==> config.mk <==
export PLATFORM = sky130hd
export DESIGN_NAME = bbpd_loop_filter_flat
export DESIGN_NICKNAME = d
export VERILOG_FILES = /design/src/rtl/bbpd_loop_filter_if.sv /design/src/rtl/bbpd_loop_filter.sv /design/src/flat_wrapper.sv
export SDC_FILE = /design/constraint.sdc
export NUM_CORES = 1
export LEC_CHECK = 0
export ABC_CLOCK_PERIOD_IN_PS = 11300
export CAP_MARGIN = 20
export CORE_MARGIN = 5
export CORE_UTILIZATION = 40
export CTS_CLUSTER_DIAMETER = 200
export DETAILED_ROUTE_END_ITERATION = 10
export DONT_BUFFER_PORTS = 1
export PLACE_DENSITY = 0.51
export SKIP_CTS_REPAIR_TIMING = 1
export SLEW_MARGIN = 0
export SYNTH_ARGS = -nofsm -noshare
export SYNTH_HDL_FRONTEND = slang
export SYNTH_SLANG_ARGS = --single-unit
==> constraint.sdc <==
create_clock -name refclk -period 11.3 [get_ports refclk]
set_input_delay 1.695 -clock refclk [delete_from_list [all_inputs] [get_ports refclk]]
set_output_delay 1.695 -clock refclk [all_outputs]
set_load 0.02 [all_outputs]
==> src/rtl/bbpd_loop_filter_if.sv <==
`default_nettype none
// ============================================================================
// Module   : bbpd_loop_filter_if
// Purpose  : Sample-word and loop-output bundle between sampler and DCO model.
// Revision : 1.0
// ============================================================================
interface bbpd_loop_filter_if #(
    parameter int N_LANES = 8,
    parameter int CODE_W  = 10
);
    logic                     en;
    logic                     smp_valid;
    logic [N_LANES-1:0]       data_smp;
    logic [N_LANES-1:0]       edge_smp;
    logic                     up;
    logic                     down;
    logic signed [CODE_W-1:0] ctrl_code;
    logic                     code_valid;
    logic                     locked;

    modport master (
        output en, smp_valid, data_smp, edge_smp,
        input  up, down, ctrl_code, code_valid, locked
    );

    modport slave (
        input  en, smp_valid, data_smp, edge_smp,
        output up, down, ctrl_code, code_valid, locked
    );
endinterface
`default_nettype wire

==> src/rtl/bbpd_loop_filter.sv <==
`default_nettype none
// ============================================================================
// Module   : bbpd_loop_filter
// Purpose  : Alexander bang-bang PD feeding a saturating PI loop filter that
//            drives a signed DCO code. Lock detector under BBPD_LOCK_DET_EN.
// Revision : 1.0
// ============================================================================
module bbpd_loop_filter #(
    parameter int N_LANES  = 8,
    parameter int CODE_W   = 10,
    parameter int KP_SHIFT = 2,
    parameter int KI_SHIFT = 4,
    parameter int LOCK_TH  = 1,
    parameter int LOCK_CNT = 16
) (
    input wire             refclk,
    input wire             rst_n,
    bbpd_loop_filter_if.slave bus
);
    localparam int NET_W = $clog2(N_LANES) + 2;
    localparam int INT_W = CODE_W + KI_SHIFT;
    localparam int SUM_W = INT_W + KP_SHIFT + NET_W;
    localparam logic signed [SUM_W-1:0] INT_POS  = SUM_W'((2 ** (INT_W - 1)) - 1);
    localparam logic signed [SUM_W-1:0] INT_NEG  = -INT_POS;
    localparam logic signed [SUM_W-1:0] CODE_POS = SUM_W'((2 ** (CODE_W - 1)) - 1);
    localparam logic signed [SUM_W-1:0] CODE_NEG = -CODE_POS;

    logic                     d_prev_q, d_prev_d;
    logic signed [NET_W-1:0]  net_q, net_d;
    logic                     up_q, up_d, down_q, down_d;
    logic                     v1_q, v1_d;
    logic signed [INT_W-1:0]  integ_q, integ_d;
    logic signed [CODE_W-1:0] code_q, code_d;
    logic                     cv_q, cv_d;

    logic                     accept;
    logic [N_LANES-1:0]       prev_vec;
    logic signed [NET_W-1:0]  net;
    logic signed [SUM_W-1:0]  int_sum, int_sat, code_sum, code_sat;

    assign accept   = bus.smp_valid & bus.en;
    // Lane i compares against the bit before it in time; lane 0 uses the last bit of the previous word.
    assign prev_vec = {bus.data_smp[N_LANES-2:0], d_prev_q};

    always_comb begin
        net = '0;
        for (int i = 0; i < N_LANES; i++) begin
            if (prev_vec[i] != bus.data_smp[i]) begin
                if (bus.edge_smp[i] == bus.data_smp[i])
                    net = net + NET_W'(1);
                else
                    net = net - NET_W'(1);
            end
        end
    end

    always_comb begin
        d_prev_d = d_prev_q;
        net_d    = net_q;
        up_d     = 1'b0;
        down_d   = 1'b0;
        v1_d     = 1'b0;
        if (accept) begin
            d_prev_d = bus.data_smp[N_LANES-1];
            net_d    = net;
            up_d     = ~net[NET_W-1] && (net != '0);
            down_d   = net[NET_W-1];
            v1_d     = 1'b1;
        end
    end

    always_comb begin
        int_sum = SUM_W'(integ_q) + SUM_W'(net_q);
        if (int_sum > INT_POS)
            int_sat = INT_POS;
        else if (int_sum < INT_NEG)
            int_sat = INT_NEG;
        else
            int_sat = int_sum;

        // Floor shift can reach one below -CODE_POS; the clamp keeps the code symmetric.
        code_sum = (int_sat >>> KI_SHIFT) + (SUM_W'(net_q) <<< KP_SHIFT);
        if (code_sum > CODE_POS)
            code_sat = CODE_POS;
        else if (code_sum < CODE_NEG)
            code_sat = CODE_NEG;
        else
            code_sat = code_sum;

        integ_d = integ_q;
        code_d  = code_q;
        cv_d    = 1'b0;
        if (v1_q) begin
            integ_d = int_sat[INT_W-1:0];
            code_d  = code_sat[CODE_W-1:0];
            cv_d    = 1'b1;
        end
    end

    always_ff @(posedge refclk or negedge rst_n) begin
        if (!rst_n) begin
            d_prev_q <= 1'b0;
            net_q    <= '0;
            up_q     <= 1'b0;
            down_q   <= 1'b0;
            v1_q     <= 1'b0;
            integ_q  <= '0;
            code_q   <= '0;
            cv_q     <= 1'b0;
        end else begin
            d_prev_q <= d_prev_d;
            net_q    <= net_d;
            up_q     <= up_d;
            down_q   <= down_d;
            v1_q     <= v1_d;
            integ_q  <= integ_d;
            code_q   <= code_d;
            cv_q     <= cv_d;
        end
    end

    assign bus.up         = up_q;
    assign bus.down       = down_q;
    assign bus.ctrl_code  = code_q;
    assign bus.code_valid = cv_q;

`ifdef BBPD_LOCK_DET_EN
    localparam int LCNT_W = $clog2(LOCK_CNT + 1);
    localparam logic signed [NET_W-1:0] TH_POS = NET_W'(LOCK_TH);
    localparam logic signed [NET_W-1:0] TH_NEG = -TH_POS;

    logic [LCNT_W-1:0] lock_cnt_q, lock_cnt_d;
    logic              locked_q, locked_d;
    logic              quiet;

    assign quiet = (net_q <= TH_POS) && (net_q >= TH_NEG);

    always_comb begin
        lock_cnt_d = lock_cnt_q;
        locked_d   = locked_q;
        if (v1_q) begin
            if (quiet) begin
                if (lock_cnt_q != LCNT_W'(LOCK_CNT))
                    lock_cnt_d = lock_cnt_q + LCNT_W'(1);
                locked_d = (lock_cnt_d == LCNT_W'(LOCK_CNT));
            end else begin
                lock_cnt_d = '0;
                locked_d   = 1'b0;
            end
        end
    end

    always_ff @(posedge refclk or negedge rst_n) begin
        if (!rst_n) begin
            lock_cnt_q <= '0;
            locked_q   <= 1'b0;
        end else begin
            lock_cnt_q <= lock_cnt_d;
            locked_q   <= locked_d;
        end
    end

    assign bus.locked = locked_q;
`else
    assign bus.locked = 1'b0;
`endif
endmodule
`default_nettype wire
==> src/flat_wrapper.sv <==
// flat-port wrapper written by rule: the top's interface ports become plain ports
module bbpd_loop_filter_flat 
#(
    parameter int N_LANES  = 8,
    parameter int CODE_W   = 10,
    parameter int KP_SHIFT = 2,
    parameter int KI_SHIFT = 4,
    parameter int LOCK_TH  = 1,
    parameter int LOCK_CNT = 16
)
  (refclk, rst_n, bus_en, bus_smp_valid, bus_data_smp, bus_edge_smp, bus_up, bus_down, bus_ctrl_code, bus_code_valid, bus_locked);
  bbpd_loop_filter_if #(.N_LANES(N_LANES), .CODE_W(CODE_W)) bus_i ();
  input wire refclk;
  input wire rst_n;
  input wire logic [$bits(bus_i.en)-1:0] bus_en;
  input wire logic [$bits(bus_i.smp_valid)-1:0] bus_smp_valid;
  input wire logic [$bits(bus_i.data_smp)-1:0] bus_data_smp;
  input wire logic [$bits(bus_i.edge_smp)-1:0] bus_edge_smp;
  output wire logic [$bits(bus_i.up)-1:0] bus_up;
  output wire logic [$bits(bus_i.down)-1:0] bus_down;
  output wire logic [$bits(bus_i.ctrl_code)-1:0] bus_ctrl_code;
  output wire logic [$bits(bus_i.code_valid)-1:0] bus_code_valid;
  output wire logic [$bits(bus_i.locked)-1:0] bus_locked;
  assign bus_i.en = bus_en;
  assign bus_i.smp_valid = bus_smp_valid;
  assign bus_i.data_smp = bus_data_smp;
  assign bus_i.edge_smp = bus_edge_smp;
  assign bus_up = bus_i.up;
  assign bus_down = bus_i.down;
  assign bus_ctrl_code = bus_i.ctrl_code;
  assign bus_code_valid = bus_i.code_valid;
  assign bus_locked = bus_i.locked;
  bbpd_loop_filter #(.N_LANES(N_LANES), .CODE_W(CODE_W), .KP_SHIFT(KP_SHIFT), .KI_SHIFT(KI_SHIFT), .LOCK_TH(LOCK_TH), .LOCK_CNT(LOCK_CNT)) u_core (.refclk(refclk), .rst_n(rst_n), .bus(bus_i));
endmodule
## Word level (Yosys, flattened, before mapping)

Index checks and enable logic that the tools add are counted.

- Add/subtract/negate cells: 16
- Magnitude comparators: 4
- Eq/ne operators: 16
- Muxes and demuxes: 24
- Bitwise operators: 2
- Reductions and logical operators: 2

Operators with widths:

| cell | count |
|---|---|
| $mux 5 | 16 |
| $mux 21 | 2 |
| $add 5x2->5 const B | 7 |
| $sub 5x2->5 const B | 7 |
| $gt 21x14->1 const B | 1 |
| $lt 21x14->1 const B | 1 |
| $mux 10 | 2 |
| $add 17x7->18 | 1 |
| $gt 18x10->1 const B | 1 |
| $lt 18x10->1 const B | 1 |
| $add 14x5->15 | 1 |
| $eq 1x1->1 | 8 |
| $ne 1x1->1 | 8 |
| $reduce_bool 5->1 | 1 |
| $mux 1 | 4 |
| $and 1x1->1 | 1 |
| $logic_and 1x1->1 | 1 |
| $not 1->1 | 1 |

- Register bits: 34
- Bits of input ports: 20
- Output and inout port bits: 14
- Logic and storage cells: 72

## Longest topological paths before layout

- Depth after elaboration: 27
- Depth in mapped cells: 36

## Least setup slack after synthesis

No wires, ideal clock.

- Path type: input port to flip-flop
- Start point: in bus_data_smp[1]
- End point: reg u_core.up_q (netlist: u_core.bus.up)
- Arrival: 9.533 ns
- Setup slack: 1.681 ns
- Stages on the path: 33
- Buffers on the path: 2
- Path through: buf_4 buf_4 xnor2_1 fa_1 a211oi_1 fa_1 mux2i_1 inv_1 fa_1 xor2_1 a2bb2o_1 ha_1 a21oi_1 o21ai_0 xor2_1 a221o_1 ha_1 and3b_1 a211oi_1 o311ai_0 mux2_2 ha_1 xor2_1 o21ai_0 nand3_1 ha_1 a21oi_1 nand3_1 a21oi_1 xor2_1 xnor3_1 a211o_1 a32oi_1

- Word-level cells in the longest chain between the ends: 24
- Elaborated cells between the ends (all ways): 33
- Those cells by class: 12 x add/sub; 3 x eq/ne; 15 x mux; 1 x bitwise; 2 x reduce/logical

Ends and longest elaborated chain:

| item | RTL line | source |
|---|---|---|
| start: declaration | flat_wrapper.sv:17 | `input wire logic [$bits(bus_i.data_smp)-1:0] bus_data_smp;` |
| $eq 1x1->1 | bbpd_loop_filter.sv:49 | `if (bus.edge_smp[i] == bus.data_smp[i])` |
| $mux 5 | bbpd_loop_filter.sv:49 |  |
| $mux 5 | bbpd_loop_filter.sv:48 | `if (prev_vec[i] != bus.data_smp[i]) begin` |
| $sub 5x2->5 / $add 5x2->5 (equally long branches) | bbpd_loop_filter.sv:52, bbpd_loop_filter.sv:50 |  |
| $mux 5 | bbpd_loop_filter.sv:49 |  |
| $mux 5 (*) | bbpd_loop_filter.sv:48 |  |
| $sub 5x2->5 / $add 5x2->5 (equally long branches) | bbpd_loop_filter.sv:52, bbpd_loop_filter.sv:50 |  |
| $mux 5 | bbpd_loop_filter.sv:49 |  |
| [9 not listed] | -- |  |
| $mux 5 (*) | bbpd_loop_filter.sv:48 |  |
| $sub 5x2->5 / $add 5x2->5 (equally long branches) | bbpd_loop_filter.sv:52, bbpd_loop_filter.sv:50 |  |
| $mux 5 | bbpd_loop_filter.sv:49 |  |
| $mux 5 (*) | bbpd_loop_filter.sv:48 |  |
| $reduce_bool 5->1 / $not 1->1 (equally long branches) | bbpd_loop_filter.sv:66 | `up_d = ~net[NET_W-1] && (net != '0);` |
| $logic_and 1x1->1 (*) | bbpd_loop_filter.sv:66 |  |
| $mux 1 (*) | bbpd_loop_filter.sv:63 | `if (accept) begin` |
| net u_core.up_d | bbpd_loop_filter.sv:30 | `logic up_q, up_d, down_q, down_d;` |
| end signal: assignment | bbpd_loop_filter.sv:113 | `up_q <= up_d;` |
| end: declaration | bbpd_loop_filter.sv:30 |  |

Mark *: on every way through the listed nets, which the timed path passes. The rest lies on a longest branch.
A chain may end at the register's enable or synchronous reset.

## Final worst setup path

- Start point: in bus_edge_smp[0]
- End point: reg u_core.up_q (netlist: u_core.bus.up)

- Word-level cells in the longest chain between the ends: 27
- Elaborated cells between the ends (all ways): 35
- Those cells by class: 14 x add/sub; 1 x eq/ne; 17 x mux; 1 x bitwise; 2 x reduce/logical

Ends and longest elaborated chain:

| item | RTL line | source |
|---|---|---|
| start: declaration | flat_wrapper.sv:18 | `input wire logic [$bits(bus_i.edge_smp)-1:0] bus_edge_smp;` |
| $eq 1x1->1 (*) | bbpd_loop_filter.sv:49 |  |
| $mux 5 (*) | bbpd_loop_filter.sv:49 |  |
| $mux 5 (*) | bbpd_loop_filter.sv:48 |  |
| $sub 5x2->5 / $add 5x2->5 (equally long branches) | bbpd_loop_filter.sv:52, bbpd_loop_filter.sv:50 |  |
| $mux 5 | bbpd_loop_filter.sv:49 |  |
| $mux 5 (*) | bbpd_loop_filter.sv:48 |  |
| $sub 5x2->5 / $add 5x2->5 (equally long branches) | bbpd_loop_filter.sv:52, bbpd_loop_filter.sv:50 |  |
| $mux 5 | bbpd_loop_filter.sv:49 |  |
| [12 not listed] | -- |  |
| $mux 5 (*) | bbpd_loop_filter.sv:48 |  |
| $sub 5x2->5 / $add 5x2->5 (equally long branches) | bbpd_loop_filter.sv:52, bbpd_loop_filter.sv:50 |  |
| $mux 5 | bbpd_loop_filter.sv:49 |  |
| $mux 5 (*) | bbpd_loop_filter.sv:48 |  |
| $reduce_bool 5->1 / $not 1->1 (equally long branches) | bbpd_loop_filter.sv:66 |  |
| $logic_and 1x1->1 (*) | bbpd_loop_filter.sv:66 |  |
| $mux 1 (*) | bbpd_loop_filter.sv:63 |  |
| net u_core.up_d | bbpd_loop_filter.sv:30 |  |

Marks and branches as above.

==> qor.txt <==
CTS tree - yes
Global-route wire length before repair - 19200 µm
Crit Path Category - input pin to flip-flop
Ys async rst share - 1.00
Total GRT Usage - 0.172
Synth top area cells - dfrtp_1 (18%), ha_1 (11%), fa_1 (5.2%), nor2_1 (5.0%), xnor2_1 (4.4%)
Final setup TNS - 0 ps
Worst min path class - flip-flop to flip-flop
Port Buffers - 0
Net Count, Synth - 651
Vias in the first global route - 4008
Drt total wl - 11500 µm
Synth Area in Simple Gates - 0.216
Post-synth top area share - 0.185
Post-DP HPWL - 9210 µm
CTS clk-pin slew, worst paths - 50 ps
Sink Count - 34
DR vias/cell - 5.79
Tightest Pin Transition - 1020 ps
Post-Synth Adder-Cell Area - 0.166
Skew final - 4.93 ps
Post-synth EDFFs - 0
Max clock buf depth - 2
Synth unique cells - 71
H-tree lvl count - 2
Die height - 117 µm
Status - finished, final reports clean
Critical-path maximum fanout - 6
WL/cell - 16.3 µm
Synth Area in XOR/XNOR - 0.0938
Antenna cells - 0
Synth warnings - 0
Yosys top cell by area - dfrtp_1
Initial antenna violation count - 0
Fmax - 0.102 GHz
DRT antenna net count - 0
Cells after Synth - 577
Slowest stage delay, CP - 540 ps
FF+latch count, synth - 34
Initial drt markers - 199
Mux share of post-synthesis cell area - 0.0421
Critical path endpoint category - flip-flop
Max-cap violations - 0
Fill cells - 1156
GRT overflow - 0
Sequential area share after synthesis - 0.185
Num ports - 34
Post-Synthesis Cell Area - 4600 µm²
DIE AREA - 13700 µm²
Largest family of logic cells by synthesized area - compound AO/OA/AOI/OAI gates
Core area - 11400 µm²
Fin crit share - 0.871
Startpoint types - input pin
Final hold violation count - 0
Highest-delay cell along the critical path - fa_1
Critical path data arrival time - 10030 ps
Clk root buf - clkbuf_16
Chip Width - 117 µm
Initial core utilization - 0.405
Relative slew slack - 0.304
Synth Flop Type - dfrtp_1
Routed vias - 4079
Worst skew pair latency - 270 ps
Share of cells above drive strength 1 - 0.0445
Final setup violation count - 0
Worst Path Required - 11490 ps
Final Critical Period - 9840 ps
Fin. max-slew vios - 0
Num CTS Buffers - 5
Area Growth Syn to Fin - 4.84%
Avg Cell Area, Syn - 7.98 µm²
Final #Nets - 636
DRC violations left - 0
DRT Pass-1 Iters - 5
RSZ-0062 raised after global routing - no
Final GP Congestion - 0.895
Num rows - 39
Largest net degree at the start of global routing - 49
Post-synthesis compound-gate area fraction - 0.243
path summary, 6_finish.rpt:
kind,startpoint,to,slack (ps),cells past startpoint
max in group asynchronous,rst_n,u_core.bus.ctrl_code[6],10090,0
worst min-delay path,u_core.net_q[0],u_core.net_q[0],550,2
worst max register to register,u_core.d_prev_q,u_core.bus.up,1950,32
worst min register to register,u_core.net_q[0],u_core.net_q[0],550,2
worst max-delay path,bus_edge_smp[0],u_core.bus.up,1460,32
min in group asynchronous,rst_n,u_core.integ_q[12],1110,0
sequential cells by signal, summed over array words and instances, names as in the netlist:
signal and cells:
u_core.integ_q 14, u_core.v1_q 1, u_core.bus.ctrl_code 10, u_core.bus.up 1, u_core.net_q 5, u_core.d_prev_q 1, u_core.bus.down 1, u_core.bus.code_valid 1
per-layer routing:
layer	part of all wire	global-route usage	vias to the layer above	routed length, µm
met3	0.030	0.0252	11	348
li1	-	-	2076	-
met4	0.015	0.0398	0	176
met1	0.43	0.207	1941	4980
met5	0	0	-	0
met2	0.52	0.320	51	5990
worst max-delay path, delay by kind of cell:
kind | cells | cell delay, ps
muxes | 2 | 510
xor gates and xnor gates | 5 | 1170
adders and majority gates | 7 | 2890
and+or+nand+nor | 4 | 460
buffers and inverters | 1 | 90
AOI/OAI and AO/OA | 13 | 3210
cells by family after synthesis:
group           count (synthesis)
simple gates                  202
compound gates                165
buf+inv                        60
fa+ha+maj                      54
xor+xnor                       46
flops                          34
mux                            15
other cells                     1
per-stage QoR:
step           worst slack (ps)  cells  utilization  cell area [µm²]  hold WS (ps)
3_3_place_gp               1360    698        0.412             4690           531
5_1_grt                     760    705        0.424             4820           572
3_5_place_dp               1170    698        0.412             4690           537
2_1_floorplan              1680    577            -             4600           373
6_report                   1460    705        0.424             4820           545
4_1_cts                    1450    705        0.424             4820           545
cells in the mapped netlist (all sizes together) (3+ instances only):
cell and n:
fa 12, nor4 3, a2111o 3, inv 36, o31ai 5, nor4b 3, mux2 5, o22ai 4
or3 8, a211oi 7, and2 4, nand3 14, nand2 47, xnor2 23, nand4 6, nor3 14
ha 42, clkbuf 12, o211ai 7, a31oi 23, o21a 9, nor2b 13, mux4 3, mux2i 7
a21o 6, buf 12, a2111oi 3, a211o 4, o21ai 28, or2 5, nand2b 13, xor2 21
a21oi 36, o221ai 4, nor2 61, nor3b 3, o211a 3, dfrtp 34
layout by cell type, fill, tap and decap left out, types with 14 or more instances in the layout:
cell type and instances:
ha_1 42, xnor2_1 23, nor3_1 14, o21ai_0 28, nand3_1 14, a31oi_1 23
nand2_1 47, xor2_1 21, dfrtp_1 34, inv_1 36, a21oi_1 36, nor2_1 61
layout make-up:
class / instances / area [µm²] / share of cell area
Multi-Input combinational cell: 483 / 3510 / 0.727
Sequential cell: 34 / 851 / 0.176
Tap cell: 143 / 179 / 0.0371
Inverter: 36 / 135 / 0.0280
Clock buffer: 6 / 129 / 0.0267
Timing Repair Buffer: 2 / 15.0 / 0.00311
Clock inverter: 1 / 7.51 / 0.00156
Power is not shown: default switching activity piles up to over one toggle a cycle in this logic, so the estimate is an artifact.
